File: src/rtl/bl_mask_seq_if.sv
// Handshake bundle for bl_mask_seq: mode load, burst request and per-beat mask outputs.
// The master modport drives requests; the slave modport is the mask generator.
interface bl_mask_seq_if #(
  parameter int WORD_W  = 32,
  parameter int SEG_W   = 8,
  parameter int BURST_W = 4
);
  localparam int NSEG   = WORD_W / SEG_W;
  localparam int SEL_W  = ($clog2(NSEG) > 1) ? $clog2(NSEG) : 1;
  localparam int CONF_W = ($clog2(SEL_W + 1) > 1) ? $clog2(SEL_W + 1) : 1;

  logic              cfg_load;
  logic [CONF_W-1:0] cfg_mode;
  logic              cfg_err;
  logic [CONF_W-1:0] mode;
  logic              req_valid;
  logic              req_ready;
  logic [SEL_W-1:0]  req_sel;
  logic [BURST_W-1:0] req_len;
  logic              mask_valid;
  logic              mask_ready;
  logic [WORD_W-1:0] bl_mask;
  logic [SEL_W-1:0]  mask_sel;
  logic              mask_row_inc;
  logic              mask_last;

  modport master (
    output cfg_load, cfg_mode, req_valid, req_sel, req_len, mask_ready,
    input  cfg_err, mode, req_ready, mask_valid, bl_mask, mask_sel, mask_row_inc, mask_last
  );

  modport slave (
    input  cfg_load, cfg_mode, req_valid, req_sel, req_len, mask_ready,
    output cfg_err, mode, req_ready, mask_valid, bl_mask, mask_sel, mask_row_inc, mask_last
  );
endinterface

File: src/rtl/bl_mask_seq.sv
// Sequenced active-low bitline-mask generator: latches a width mode, then walks
// access groups one beat per handshake, flagging wraps back to group 0 as row crossings.
module bl_mask_seq #(
  parameter int WORD_W  = 32,
  parameter int SEG_W   = 8,
  parameter int BURST_W = 4
) (
  input  logic         clk,
  input  logic         rst_n,
  bl_mask_seq_if.slave bus
);
  localparam int NSEG   = WORD_W / SEG_W;
  localparam int SEL_W  = ($clog2(NSEG) > 1) ? $clog2(NSEG) : 1;
  localparam int CONF_W = ($clog2(SEL_W + 1) > 1) ? $clog2(SEL_W + 1) : 1;

  typedef enum logic {ST_IDLE, ST_BUSY} state_t;

  state_t              r_state;
  logic [CONF_W-1:0]   r_mode;
  logic                r_cfg_err;
  logic [BURST_W-1:0]  r_len;
  logic [BURST_W-1:0]  r_n;
  logic                r_mask_valid;
  logic [WORD_W-1:0]   r_bl_mask;
  logic [SEL_W-1:0]    r_mask_sel;
  logic                r_mask_row_inc;
  logic                r_mask_last;

  logic [SEL_W-1:0]    w_g0;
  logic [SEL_W-1:0]    w_g_next;
  logic [BURST_W-1:0]  w_n_next;

  // Low-m-bits mask: reduces a group index modulo G = 2^m.
  function automatic logic [SEL_W-1:0] f_grp_mask(input logic [CONF_W-1:0] m);
    logic [SEL_W-1:0] v;
    for (int b = 0; b < SEL_W; b++) v[b] = (b < int'(m));
    return v;
  endfunction

  function automatic logic [WORD_W-1:0] f_mask(input logic [CONF_W-1:0] m,
                                               input logic [SEL_W-1:0]  g);
    logic [WORD_W-1:0] v;
    int sh;
    v  = '1;
    sh = SEL_W - int'(m);
    for (int s = 0; s < NSEG; s++)
      if ((s >> sh) == int'(g)) v[s*SEG_W +: SEG_W] = '0;
    return v;
  endfunction

  assign w_g0     = bus.req_sel & f_grp_mask(r_mode);
  assign w_g_next = (r_mask_sel + SEL_W'(1)) & f_grp_mask(r_mode);
  assign w_n_next = r_n + BURST_W'(1);

  assign bus.req_ready    = (r_state == ST_IDLE) && !bus.cfg_load;
  assign bus.cfg_err      = r_cfg_err;
  assign bus.mode         = r_mode;
  assign bus.mask_valid   = r_mask_valid;
  assign bus.bl_mask      = r_bl_mask;
  assign bus.mask_sel     = r_mask_sel;
  assign bus.mask_row_inc = r_mask_row_inc;
  assign bus.mask_last    = r_mask_last;

  always_ff @(posedge clk or negedge rst_n) begin
    if (!rst_n) begin
      r_state        <= ST_IDLE;
      r_mode         <= '0;
      r_cfg_err      <= 1'b0;
      r_len          <= '0;
      r_n            <= '0;
      r_mask_valid   <= 1'b0;
      r_bl_mask      <= '1;
      r_mask_sel     <= '0;
      r_mask_row_inc <= 1'b0;
      r_mask_last    <= 1'b0;
    end else begin
      r_cfg_err <= 1'b0;
      case (r_state)
        ST_IDLE: begin
          // A config load takes priority; req_ready is low in that cycle.
          if (bus.cfg_load) begin
            if (bus.cfg_mode <= CONF_W'(SEL_W)) r_mode    <= bus.cfg_mode;
            else                                r_cfg_err <= 1'b1;
          end else if (bus.req_valid) begin
            r_state        <= ST_BUSY;
            r_len          <= bus.req_len;
            r_n            <= '0;
            r_mask_valid   <= 1'b1;
            r_bl_mask      <= f_mask(r_mode, w_g0);
            r_mask_sel     <= w_g0;
            r_mask_row_inc <= 1'b0;
            r_mask_last    <= (bus.req_len == '0);
          end
        end
        ST_BUSY: begin
          if (bus.cfg_load) r_cfg_err <= 1'b1;
          if (bus.mask_ready) begin
            if (r_mask_last) begin
              r_state        <= ST_IDLE;
              r_mask_valid   <= 1'b0;
              r_bl_mask      <= '1;
              r_mask_sel     <= '0;
              r_mask_row_inc <= 1'b0;
              r_mask_last    <= 1'b0;
            end else begin
              r_n            <= w_n_next;
              r_bl_mask      <= f_mask(r_mode, w_g_next);
              r_mask_sel     <= w_g_next;
              r_mask_row_inc <= (w_g_next == '0);
              r_mask_last    <= (w_n_next == r_len);
            end
          end
        end
        default: r_state <= ST_IDLE;
      endcase
    end
  end
endmodule

File: src/flat_wrapper.sv
// flat-port wrapper written by rule: the top's interface ports become plain ports
module bl_mask_seq_flat 
#(
  parameter int WORD_W  = 32,
  parameter int SEG_W   = 8,
  parameter int BURST_W = 4
)
  (clk, rst_n, bus_cfg_load, bus_cfg_mode, bus_req_valid, bus_req_sel, bus_req_len, bus_mask_ready, bus_cfg_err, bus_mode, bus_req_ready, bus_mask_valid, bus_bl_mask, bus_mask_sel, bus_mask_row_inc, bus_mask_last);
  bl_mask_seq_if #(.WORD_W(WORD_W), .SEG_W(SEG_W), .BURST_W(BURST_W)) bus_i ();
  input  logic clk;
  input  logic rst_n;
  input wire logic [$bits(bus_i.cfg_load)-1:0] bus_cfg_load;
  input wire logic [$bits(bus_i.cfg_mode)-1:0] bus_cfg_mode;
  input wire logic [$bits(bus_i.req_valid)-1:0] bus_req_valid;
  input wire logic [$bits(bus_i.req_sel)-1:0] bus_req_sel;
  input wire logic [$bits(bus_i.req_len)-1:0] bus_req_len;
  input wire logic [$bits(bus_i.mask_ready)-1:0] bus_mask_ready;
  output wire logic [$bits(bus_i.cfg_err)-1:0] bus_cfg_err;
  output wire logic [$bits(bus_i.mode)-1:0] bus_mode;
  output wire logic [$bits(bus_i.req_ready)-1:0] bus_req_ready;
  output wire logic [$bits(bus_i.mask_valid)-1:0] bus_mask_valid;
  output wire logic [$bits(bus_i.bl_mask)-1:0] bus_bl_mask;
  output wire logic [$bits(bus_i.mask_sel)-1:0] bus_mask_sel;
  output wire logic [$bits(bus_i.mask_row_inc)-1:0] bus_mask_row_inc;
  output wire logic [$bits(bus_i.mask_last)-1:0] bus_mask_last;
  assign bus_i.cfg_load = bus_cfg_load;
  assign bus_i.cfg_mode = bus_cfg_mode;
  assign bus_i.req_valid = bus_req_valid;
  assign bus_i.req_sel = bus_req_sel;
  assign bus_i.req_len = bus_req_len;
  assign bus_i.mask_ready = bus_mask_ready;
  assign bus_cfg_err = bus_i.cfg_err;
  assign bus_mode = bus_i.mode;
  assign bus_req_ready = bus_i.req_ready;
  assign bus_mask_valid = bus_i.mask_valid;
  assign bus_bl_mask = bus_i.bl_mask;
  assign bus_mask_sel = bus_i.mask_sel;
  assign bus_mask_row_inc = bus_i.mask_row_inc;
  assign bus_mask_last = bus_i.mask_last;
  bl_mask_seq #(.WORD_W(WORD_W), .SEG_W(SEG_W), .BURST_W(BURST_W)) u_core (.clk(clk), .rst_n(rst_n), .bus(bus_i));
endmodule
File: config.mk
export PLATFORM = sky130hd
export DESIGN_NAME = bl_mask_seq_flat
export DESIGN_NICKNAME = d
export VERILOG_FILES = /design/src/rtl/bl_mask_seq_if.sv /design/src/rtl/bl_mask_seq.sv /design/src/flat_wrapper.sv
export SDC_FILE = /design/constraint.sdc
export NUM_CORES = 1
export LEC_CHECK = 0
export ABC_AREA = 1
export CAP_MARGIN = 25
export CORE_AREA = 2 2 60 62
export CTS_CLUSTER_SIZE = 25
export DETAILED_ROUTE_END_ITERATION = 7
export DIE_AREA = 0 0 62 64
export GPL_ROUTABILITY_DRIVEN = 0
export PLACE_DENSITY = 0.79
export SLEW_MARGIN = 20
export SYNTH_ARGS = -nofsm -noshare
export SYNTH_HDL_FRONTEND = slang
export SYNTH_SLANG_ARGS = --single-unit
File: constraint.sdc
create_clock -name clk -period 1.65 [get_ports clk]
set_input_delay 0.2475 -clock clk [delete_from_list [all_inputs] [get_ports clk]]
set_output_delay 0.2475 -clock clk [all_outputs]
set_load 0.03 [all_outputs]
==> Yosys cells after proc, flatten, opt, wreduce, memory -nomap -nowiden <==
Index checks and enable logic that the tools add are counted.
{ "totals": {"ff_bits": 49, "output_inout_bits": 41} }
{ "classes": {"add_sub_neg": 3, "order_cmp": 3, "n_eq_ne": 14, "reduce_logical": 9, "shifts": 4, "muxes": 47, "n_bitwise": 4} }
{ "ops": {"columns": ["operator", "count"], "rows": [
  ["32-bit by 3-bit == test with 1-bit output", 8],
  ["32-bit two-way mux", 4],
  ["8-bit two-way mux", 8],
  ["32-bit case mux with 2 select lines", 1],
  ["1-bit by 32-bit >> shifter with 32-bit output, first input constant", 2],
  ["2-bit by 32-bit >> shifter with 32-bit output, first input constant", 2],
  ["1-bit two-way mux", 19],
  ["4-bit two-way mux", 4],
  ["2-bit != test, second input constant", 5],
  ["1-bit case mux with 2 select lines", 5],
  ["3-bit AND reduction", 3],
  ["2-bit two-way mux", 4],
  ["4-bit case mux with 2 select lines", 1],
  ["4-bit AND reduction", 2],
  ["4-bit by 1-bit adder with 4-bit output, second input constant", 1],
  ["2-bit bitwise AND", 2],
  ["4-bit == test", 1],
  ["4-bit zero test", 1],
  ["1-bit by 2-bit < comparator with 1-bit output, first input constant", 2],
  ["2-bit case mux with 2 select lines", 1],
  ["2-bit by 2-bit subtractor with 3-bit output, first input constant", 1],
  ["2-bit by 1-bit adder with 2-bit output, second input constant", 1],
  ["2-bit <= comparator, second input constant", 1],
  ["2-bit zero test", 1],
  ["3 further kinds", 4]
]} }

==> Depth between registers and ports, before layout <==
{ "logic_depth": {"word_depth": 7, "mapped_depth": 10, "depth_no_buf": 10} }

==> Least setup slack after synthesis <==
OpenSTA, ideal clock, no wires.
{ "synth_path": {"path_kind": "register to register", "from": "reg u_core.r_mode[1], in the netlist u_core.bus.mode[1]", "to": "reg u_core.r_bl_mask[30], in the netlist u_core.bus.bl_mask[30]", "n_path_buf": 0, "path_slack_ns": 0.042, "setup_time_ns": 0.060, "arrival_time_ns": 1.548, "path_stages_with_launch": 10, "path_cell_list": "dfrtp_1 inv_1 ha_1 nor2_1 inv_1 o21ai_0 a21oi_1 nand2_1 nand2_1 nand2_1"} }
{ "synth_between": {"elab_chain_cells": 7, "elab_cells_between_ends": 15, "cone_classes": "add/sub: 1; order compare: 2; eq/ne: 2; shift: 1; mux: 7; bitwise: 2"} }
{ "synth_lines": {"columns": ["element", "line", "source"], "rows": [
  ["start, declared", "bl_mask_seq.sv:19", "logic [CONF_W-1:0] r_mode;"],
  ["start signal, assigned", "bl_mask_seq.sv:82", "if (bus.cfg_mode <= CONF_W'(SEL_W)) r_mode <= bus.cfg_mode;"],
  ["2-bit by 2-bit subtractor with 3-bit output / 1-bit by 2-bit < comparator with 1-bit output (equally long branches)", "bl_mask_seq.sv:45, bl_mask_seq.sv:36", null],
  ["2-bit by 32-bit >> shifter with 32-bit output, or another cell as far along", "bl_mask_seq.sv:47", "if ((s >> sh) == int'(g)) v[s*SEG_W +: SEG_W] = '0;"],
  ["32-bit by 3-bit == test with 1-bit output", "bl_mask_seq.sv:47", null],
  ["8-bit two-way mux", "bl_mask_seq.sv:47", null],
  ["32-bit two-way mux, on equally long branches", "bl_mask_seq.sv:98, bl_mask_seq.sv:84", null],
  ["32-bit two-way mux, on equally long branches", "bl_mask_seq.sv:97, bl_mask_seq.sv:81", null],
  ["32-bit case mux with 2 select lines *", "bl_mask_seq.sv:78", "case (r_state)"],
  ["end signal, assigned", "bl_mask_seq.sv:89", "r_bl_mask <= f_mask(r_mode, w_g0);"],
  ["end signal, assigned", "bl_mask_seq.sv:107", "r_bl_mask <= f_mask(r_mode, w_g_next);"],
  ["end, declared", "bl_mask_seq.sv:24", "logic [WORD_W-1:0] r_bl_mask;"]
]} }
Mark *: on every way between the ends. The rest lies on a longest branch, timed or not. The select of a mux whose other input is x is not followed.
A chain may end at the register's enable or synchronous reset.

==> Worst setup path in the final report <==
{ "layout_path": {"from": "reg u_core.r_bl_mask[30], in the netlist u_core.bus.bl_mask[30]", "to": "out bus_bl_mask[30]"} }
{ "layout_lines": {"columns": ["element", "line", "source"], "rows": [
  ["end, declared", "flat_wrapper.sv:22", "output wire logic [$bits(bus_i.bl_mask)-1:0] bus_bl_mask;"]
]} }
No word-level cell between the ends.

==> impl_metrics.tcl <==
set metrics [dict create \
    postCtsSetupRepairBufs 0 \
    die_h_um 64 \
    critPathKind "flop to primary output" \
    cp_cell_sequence "dlygate4sd2_1" \
    path_delay_family "flip-flops" \
    crit_required_ns 1.40 \
    ys_seq_area_share_pct 37.1 \
    total_power_uw 4180 \
    syn-cell-area_mm2 0.00143 \
    initial_core_util_pct 43.5 \
    max_freq_mhz 631 \
    antenna_found_initial 0 \
    clkTransAtPathRegs_ns 0.13 \
    grt.overflow.total 0 \
    period_share_pct 96.0 \
    grt_pass1_wl_um 4650 \
    switching_share_pct 56.4 \
    finalClockSkew_ns 0.00313 \
    drc 0 \
    drt_iter0_markers 42 \
    grt_max_degree 22 \
    cts.sinks 21 \
    setup-violations-final 0 \
    cts_buffers 3 \
    crit_arrival_ns 1.34 \
    port_buffers 53 \
    clkLatencyLatePin_ns 0.31 \
    crit_path_end_kind "primary output" \
    core.rowCount 21 \
    ctsLongestPathBuffers 2 \
    synth_nets 205 \
    path_buf_inv 1 \
    holdWs_ns 0.260 \
    die-area_mm2 0.00397 \
    p_leak_uw 0.000949 \
    p_clk_share_pct 6.4 \
    n_fill_cell 326 \
    peakVddDrop_uv 800 \
    drv_slew 0 \
    hold_violations 0 \
    syn_area_per_cell_um2 7.60 \
    p_per_area_mw_per_mm2 2300 \
    tns_ns 0 \
    synthCells 188 \
    period_needed_ns 1.58 \
    vias_per_cell 4.69 \
    post_drt_wl_per_cell_um 10.9 \
    area_delta_synth_final_pct 27.1 \
    cp_max_fo 9 \
    p_sw_uw 2360 \
    grt_pass1_vias 1050 \
    die_w_um 62 \
    cpPeakStageDelay_ns 0.60 \
    final_layout_size_suffix_gt1_share_pct 10.5 \
    antenna_left 0 \
    dr.pass1.iters 5 \
    cts_max_level 1 \
    maxSlewHeadroom_pct 77.4 \
    maxCapViolations 0 \
    vias 1242 \
    combPwrFrac_pct 68.2 \
    regToRegSetupSlack_ns 0.20 \
    startpoint_type "flop" \
    ios 54 \
    rsz0062_at_grt "no" \
    outcome "finished clean" \
    hold_class "input pin to async pin" \
    cts_tree "built" \
    synth_warnings 0 \
    p_int_uw 1820 \
    globalRouteTotalUtil_pct 15.6 \
    yosys.cell_types.count 24 \
    tightest_slew_ns 0.339 \
    ys_seq_elements 21 \
    postRouteWirelength_um 2880 \
    fin_nets 237 \
    coreArea_mm2 0.00328 \
    cts-root-buf "clkbuf_4" \
    dp_hpwl_um 2210 \
    seqPwrFrac_pct 25.4 \
    antenna_cells 0 \
    slowest_stage "dfstp_2" \
]
==> cell usage after synthesis, drive strengths merged <==
cell | number | area share, %
nand4 | 5 | 2.2
inv | 26 | 6.8
xor2 | 4 | 2.5
dfrtp | 17 | 30
o221ai | 1 | 0.61
nand2 | 44 | 12
a22o | 1 | 0.61
a21oi | 7 | 2.5
o211ai | 1 | 0.53
o21ai | 15 | 5.5
nor2 | 13 | 4.3
dfstp | 4 | 7.4
ha | 4 | 3.5
buf | 29 | 15
nand3 | 16 | 6.0
xnor2 | 1 | 0.61
==> registers in the layout, summed over array words and instances (netlist names) <==
register,cells
u_core.bus.bl_mask,4
u_core.r_len,4
u_core.r_n,4
u_core.bus.mask_sel,2
u_core.bus.mode,2
u_core.bus.cfg_err,1
u_core.bus.mask_last,1
u_core.bus.mask_row_inc,1
u_core.bus.mask_valid,1
u_core.r_state,1
==> path summary, 6_finish.rpt <==
path	from	end	cells after the start
min in group clk	bus_cfg_load	u_core.bus.cfg_err	3
min	rst_n	u_core.r_n[3]	2
max in group asynchronous	rst_n	u_core.bus.bl_mask[15]	2
max	u_core.bus.bl_mask[30]	bus_bl_mask[30]	1
min reg2reg	u_core.bus.mask_row_inc	u_core.bus.mask_row_inc	2
max reg2reg	u_core.bus.mode[0]	u_core.bus.bl_mask[23]	8
==> layout by cell type (no fill, tap or decap), types with 4 or more instances in the layout <==
master / Yosys / final
a21oi_1: 7 / 7
buf_4: 28 / 4
clkdlybuf4s50_1: 0 / 13
dfrtp_1: 17 / 16
dfstp_2: 4 / 4
dlygate4sd2_1: 0 / 35
dlymetal6s2s_1: 0 / 4
ha_1: 4 / 4
inv_1: 23 / 23
nand2_1: 42 / 42
nand3_1: 15 / 15
nand4_1: 5 / 5
nor2_1: 10 / 10
o21ai_0: 14 / 14
xor2_1: 4 / 4
==> through the flow <==
stage          utilization, %  worst slack (ns)  instances  area (um2)
2_1_floorplan               -            0.0420        188        1430
3_3_place_gp             55.5             0.142        261        1820
3_5_place_dp             55.5             0.117        261        1820
4_1_cts                  55.0           0.00401        265        1810
5_1_grt                  55.3          0.000477        265        1820
6_report                 55.3            0.0656        265        1820
==> layout make-up <==
type / instances / area [um2] / area share (%)
clock inverters: 1 / 5.00 / 0.275
well taps: 46 / 57.6 / 3.17
flip-flops and latches: 21 / 532 / 29.3
clock buffers: 3 / 22.5 / 1.24
inverters: 26 / 97.6 / 5.37
repair buffers: 56 / 517 / 28.4
multi-input cells: 112 / 586 / 32.2
==> repair_timing <==
item	CTS	global route
hold buffers	0	0
hold endpoints to repair	0	0
resized for setup	35	5
setup endpoints to repair	35	5
==> cell families after synthesis <==
logic type	Yosys count	share of synthesized area (%)
simple gates	78	24.7
buf+inv	55	21.9
compound gates	25	9.72
flops	21	37.1
xor+xnor	5	3.06
fa+ha+maj	4	3.50
==> metal layers <==
layer / GRT usage [%] / up-vias / wire length [um] / part of all wire [%]
li1: - / 636 / - / -
met1: 22.2 / 551 / 1370 / 47
met2: 22.5 / 48 / 1260 / 44
met3: 2.83 / 7 / 196 / 6.8
met4: 7.18 / 0 / 58 / 2.0
met5: 0 / - / 0 / 0
==> power groups by stage <==
stage          Clock (uW)  Sequential [uW]  Combinational (uW)
2_1_floorplan           0             1320                2170
3_3_place_gp            0             1080                3140
3_5_place_dp            0             1090                3170
4_1_cts               266             1070                2880
5_1_grt               290             1120                3100
6_report              266             1060                2850
Power figures use the tool's default switching activity.
